<file path="config.mk">
export PLATFORM = sky130hd
export DESIGN_NAME = int_vector_seq
export DESIGN_NICKNAME = d
export VERILOG_FILES = /design/src/rtl/int_vector_seq.sv
export SDC_FILE = /design/constraint.sdc
export NUM_CORES = 1
export LEC_CHECK = 0
export CORE_UTILIZATION = 43
export CTS_CLUSTER_DIAMETER = 200
export CTS_CLUSTER_SIZE = 12
export DETAILED_ROUTE_END_ITERATION = 8
export PLACE_DENSITY = 0.77
export SYNTH_ARGS = -nofsm -noshare
export SYNTH_HDL_FRONTEND = slang
export SYNTH_SLANG_ARGS = --single-unit
</file>
<file path="constraint.sdc">
create_clock -name CLK -period 1.7 [get_ports CLK]
set_clock_uncertainty 0.1 [all_clocks]
set_input_delay 0.17 -clock CLK [delete_from_list [all_inputs] [get_ports CLK]]
set_output_delay 0.17 -clock CLK [all_outputs]
set_load 0.05 [all_outputs]
</file>
<file path="src/rtl/int_vector_seq.sv">
// int_vector_seq: 6502 RESET/NMI/IRQ/BRK arbiter and 7-state vector sequencer driving the ADH/ADL constant pulls.
// Define INT_VEC_HIJACK_EN to let an NMI arriving mid-sequence steal an in-flight IRQ/BRK vector fetch.
module int_vector_seq #(
  parameter int NMI_SYNC_STAGES = 2,
  parameter int IRQ_SYNC_STAGES = 2
) (
  input  logic       CLK,
  input  logic       RES_N,
  input  logic       CE,
  input  logic       SYNC,
  input  logic       BRK_REQ,
  input  logic       NMI_N,
  input  logic       IRQ_N,
  input  logic       I_FLAG,
  output logic       FORCE_BRK,
  output logic       INT_ACTIVE,
  output logic       ADH_SIG_ZERO,
  output logic       ADH_SIG_OTHER,
  output logic       ADL_SIG0,
  output logic       ADL_SIG1,
  output logic       ADL_SIG2,
  output logic       PUSH_WE,
  output logic       SP_DEC,
  output logic       B_OUT,
  output logic       VEC_LOAD_L,
  output logic       VEC_LOAD_H,
  output logic       SET_I,
  output logic [1:0] VEC_SEL
);
  typedef enum logic [2:0] {S_IDLE, S_D1, S_D2, S_PCH, S_PCL, S_P, S_VL, S_VH} state_t;
  localparam logic [1:0] SEL_NMI = 2'b01, SEL_RES = 2'b10, SEL_IRQ = 2'b11;
  state_t state, next;
  logic [NMI_SYNC_STAGES-1:0] nmi_sync;
  logic [IRQ_SYNC_STAGES-1:0] irq_sync;
  logic nmi_prev, nmi_pend, res_pend, b_flag;
  logic [1:0] vec_sel;
  logic nmi_edge, irq_act, hw_req, take, push, vec;
  always_ff @(posedge CLK or negedge RES_N)
    if (!RES_N) begin
      nmi_sync <= '1;
      irq_sync <= '1;
    end else begin
      nmi_sync <= NMI_SYNC_STAGES'({nmi_sync, NMI_N});
      irq_sync <= IRQ_SYNC_STAGES'({irq_sync, IRQ_N});
    end
  always_ff @(posedge CLK or negedge RES_N)
    if (!RES_N) state <= S_IDLE;
    else state <= next;
  always_comb begin
    nmi_edge = CE & nmi_prev & ~nmi_sync[NMI_SYNC_STAGES-1];
    irq_act = ~irq_sync[IRQ_SYNC_STAGES-1] & ~I_FLAG;
    hw_req = res_pend | nmi_pend | irq_act;
    take = RES_N & CE & SYNC & (state == S_IDLE) & (hw_req | BRK_REQ);
    push = state inside {S_PCH, S_PCL, S_P};
    vec = state inside {S_VL, S_VH};
    next = !CE ? state : state == S_IDLE ? (take ? S_D1 : S_IDLE) : state == S_VH ? S_IDLE : state_t'(state + 3'd1);
    FORCE_BRK = take & hw_req;
    INT_ACTIVE = state != S_IDLE;
    // ADH=01 (stack page) while pushing, FF otherwise; the all-zero page is never needed here
    ADH_SIG_ZERO = 1'b0;
    ADH_SIG_OTHER = push;
    ADL_SIG0 = state == S_VL;
    ADL_SIG1 = vec & (vec_sel == SEL_RES);
    ADL_SIG2 = vec & (vec_sel == SEL_NMI);
    PUSH_WE = CE & push & (vec_sel != SEL_RES);
    SP_DEC = CE & push;
    VEC_LOAD_L = CE & (state == S_VL);
    VEC_LOAD_H = CE & (state == S_VH);
    SET_I = CE & (state == S_VL);
    B_OUT = b_flag;
    VEC_SEL = vec_sel;
  end
  always_ff @(posedge CLK or negedge RES_N)
    if (!RES_N) begin
      nmi_prev <= 1'b1;
      nmi_pend <= 1'b0;
      res_pend <= 1'b1;
      vec_sel <= 2'b00;
      b_flag <= 1'b0;
    end else if (CE) begin
      nmi_prev <= nmi_sync[NMI_SYNC_STAGES-1];
      // a fresh edge in the clearing cycle keeps the NMI pending
      nmi_pend <= nmi_edge | (nmi_pend & ~((state == S_VL) & (vec_sel == SEL_NMI)));
      if (state == S_VH && vec_sel == SEL_RES) res_pend <= 1'b0;
      if (take) begin
        vec_sel <= res_pend ? SEL_RES : nmi_pend ? SEL_NMI : SEL_IRQ;
        b_flag <= ~hw_req;
      end else if (state == S_VH) begin
        vec_sel <= 2'b00;
        b_flag <= 1'b0;
      end
`ifdef INT_VEC_HIJACK_EN
      else if (state inside {S_D1, S_D2, S_PCH, S_PCL, S_P} && vec_sel == SEL_IRQ && (nmi_pend || nmi_edge))
        vec_sel <= SEL_NMI;
`endif
    end
endmodule

</file>
==> flow_metrics.py <==
metrics = {
    "run_status": {
        "status": "finished, violations left",
        "violations": "setup timing",
    },
    "logic_synthesis": {
        "ys_ff_latch": 13,
        "ys_warn_count": 0,
        "synth_top_area_share_pct": 25.04,
        "syn_nets": 81,
        "yosysUniqueCellTypes": 26,
        "seq_area_frac_synth_pct": 47.58,
        "syn-instance-count": 68,
        "netlist_top_cells_area": "dfrtp_1 (25%), dfstp_2 (23%), ha_1 (8.9%)",
        "synth_area_leader_cell": "dfrtp_1",
        "syn_area_per_cell_um2": 10.29,
        "synthesis.area_um2": 699.4,
    },
    "grt": {
        "grt_pass1_vias": 589,
        "grt_max_degree": 14,
        "grt_util_all_layers_pct": 19.35,
        "grt_pass1_wl_um": 2539,
        "grt_overflow": 0,
        "antenna_found_initial": 0,
    },
    "placement": {
        "io_buffers": 21,
        "gp_congestion": 0.7398,
        "dp_hpwl_um": 1118,
        "dpl-instance-area_um2": 1067,
        "pre_cts_ws_ns": -0.02233,
    },
    "cts": {
        "h-tree-depth": 1,
        "clk_latency_ns": 0.28,
        "clk_path_buf_depth": 2,
        "cts_tree": "done",
        "cts.sinks": 13,
        "numCtsBuffers": 3,
        "root_buffer": "clkbuf_4",
        "holdBufCountCts": 0,
        "clk_pin_slew_ns": 0.08,
    },
    "timing": {
        "setup_viol": 11,
        "rsz0062_at_grt": "yes",
        "period_share_pct": 109.6,
        "finalWorstSetupSlack_ns": -0.1637,
        "drv_slew": 0,
        "hold_viol_final": 0,
        "timing.final.crit_period_ns": 1.864,
        "fmax_ghz": 0.5366,
        "tns_ns": -1.113,
    },
    "drt": {
        "drt-total-wl_um": 1747,
        "wl_per_cell_um": 14.68,
        "drc": 0,
        "via_count": 631,
        "ant_nets": 0,
        "first_pass_iters": 4,
        "dr.first_iter.drc_count": 11,
        "vias_per_cell": 5.303,
    },
    "layout": {
        "regArea_um2": 334.1,
        "n_antenna_cell": 0,
        "nets": 117,
        "num-fill-cells": 94,
        "layout-drive-gt1-share_pct": 61.17,
        "layout-area-overhead-vs-synth_pct": 74.42,
        "multiInputGateArea_um2": 384.1,
        "design_area_um2": 1220,
    },
    "critical_path": {
        "critical-path-slowest-cell": "dfrtp_1",
        "crit_type": "reg -> out",
        "cp_max_fo": 4,
        "critPathArrivalTime_ns": 1.59,
        "end_kind": "primary output",
        "critPathTopFamily": "simple AND/OR/NAND/NOR gates",
        "critPathBufInv": 2,
        "cp_cell_sequence": "inv_2, ha_4, nor2b_4, nand4_4, nor2_4, buf_12",
        "worstSetupStartpointType": "flop",
        "slowest_delay_ns": 0.44,
        "worstPathRequired_ns": 1.43,
    },
    "floorplanning": {
        "start_util_pct": 46.43,
        "io_pins": 23,
        "die_w_um": 42.33,
        "dieHeight_um": 42.33,
        "core_area_um2": 1506,
        "row_count": 14,
        "die-area_um2": 1792,
    },
    "min_path": {
        "holdCritPathClass": "in -> async",
    },
    "power_and_ir_drop": {
        "p_sw_share_pct": 46.17,
        "internal_power_mw": 1.208,
        "ir_drop_uv": 1197,
        "p_per_area_nw_per_um2": 1839,
        "p_leak_nw": 0.5409,
        "switching_power_mw": 1.036,
        "power_frac_seq_pct": 23.6,
        "combPwrFrac_pct": 68.0,
        "clockPowerShare_pct": 8.4,
    },
    "flow_run": {
        "cap_violations": 0,
    },
}
[sequential cells by signal (all words and copies together), names as in the netlist]
| signal | flops |
|---|---|
| irq_sync | 2 |
| nmi_prev | 1 |
| state | 3 |
| VEC_SEL | 2 |
| nmi_pend | 1 |
| res_pend | 1 |
| B_OUT | 1 |
| nmi_sync | 2 |
[cells in the final DEF, fill, tap and decap left out, types with 2 or more instances in the layout]
cell	Yosys	final
dfrtp_1	7	6
nor2_1	8	3
o21ai_0	2	2
nand2_1	7	5
buf_4	2	14
inv_1	8	3
a21oi_4	1	2
clkbuf_4	0	3
dfstp_2	6	6
mux2i_1	2	2
nor2_2	0	4
inv_2	0	3
buf_12	0	11
nand2b_1	2	2
ha_2	0	3
a21oi_1	3	2
clkdlybuf4s50_1	0	7
buf_6	0	2
[area by class of cell]
| class | instances | share of cell area [%] |
|---|---|---|
| multi-input cells | 44 | 31.49 |
| inverters | 8 | 2.974 |
| clock inverters | 1 | 0.4103 |
| well taps | 16 | 1.641 |
| repair buffers | 34 | 34.26 |
| clock buffers | 3 | 1.846 |
| flip-flops and latches | 13 | 27.38 |
[timing repair]
action | in CTS | in global routing
gates resized for setup | 7 | 10
gates cloned | 0 | 0
endpoints found under the setup margin | 10 | 13
pin swaps | 3 | 5
setup buffers | 5 | 6
[synthesized netlist by cell type, drive strengths merged]
master,n
nor2b,2
ha,5
a211o,1
nor3,2
and3,1
mux2,1
conb,1
nor2,8
nand2b,2
inv,8
nand2,7
o21ai,2
dfrtp,7
a2bb2oi,1
o21a,1
dfstp,6
nand4,1
a21oi,4
buf,3
mux2i,2
o32ai,1
and2,2
[logic make-up (layout without fill, tap and decap cells)]
group / after synthesis / count (layout) / synth area share [%]
simple gates: 25 / 25 / 20.57
buf+inv: 11 / 46 / 7.154
fa+ha+maj: 5 / 5 / 8.945
mux: 3 / 3 / 4.472
compound gates: 10 / 10 / 10.73
other cells: 1 / 1 / 0.5362
flops: 13 / 13 / 47.59
[final timing paths]
kind,startpoint,to,slack [ns],depth (start not counted)
min in group CLK,IRQ_N,irq_sync[0],0.20,1
max in group asynchronous,RES_N,nmi_sync[0],1.06,2
hold reg to reg,nmi_sync[0],nmi_sync[1],0.26,0
setup / recovery,state[1],FORCE_BRK,-0.16,6
hold / removal,RES_N,VEC_SEL[1],0.20,2
setup reg to reg,state[1],VEC_SEL[0],-0.14,8
[metrics by stage]
step / cells / total power [mW] / util [%] / hold slack, ns
5_1_grt: 119 / 2.356 / 80.98 / 0.1760
6_report: 119 / 2.244 / 80.98 / 0.1987
2_1_floorplan: 68 / 1.287 / - / -0.2256
3_5_place_dp: 104 / 1.782 / 70.85 / 0.2479
3_3_place_gp: 104 / 1.760 / 70.85 / 0.2466
4_1_cts: 113 / 2.101 / 76.50 / 0.1884
[worst reg2reg max path, cell delays in order, from the launching register on]
cell     delay [ns]
dfrtp_1        0.44
inv_2          0.12
ha_4           0.15
nor2b_4        0.17
nand4_4        0.13
buf_4          0.18
buf_6          0.11
a21oi_4        0.17
mux2i_1        0.20
[routing by layer]
layer | GRT usage (%) | vias to the layer above | wire length (um)
met5 | 0 | - | 0
met4 | 10.00 | 0 | 41
met3 | 7.328 | 4 | 108
met2 | 32.31 | 27 | 911
met1 | 21.17 | 309 | 686
li1 | - | 291 | -
[power groups by stage]
stage / clock network [mW] / registers, mW / logic, mW
2_1_floorplan: 0 / 0.614 / 0.673
3_3_place_gp: 0 / 0.508 / 1.25
3_5_place_dp: 0 / 0.510 / 1.27
4_1_cts: 0.198 / 0.513 / 1.39
5_1_grt: 0.214 / 0.541 / 1.60
6_report: 0.189 / 0.529 / 1.53
Note: power is estimated with default switching activity, not from simulation.
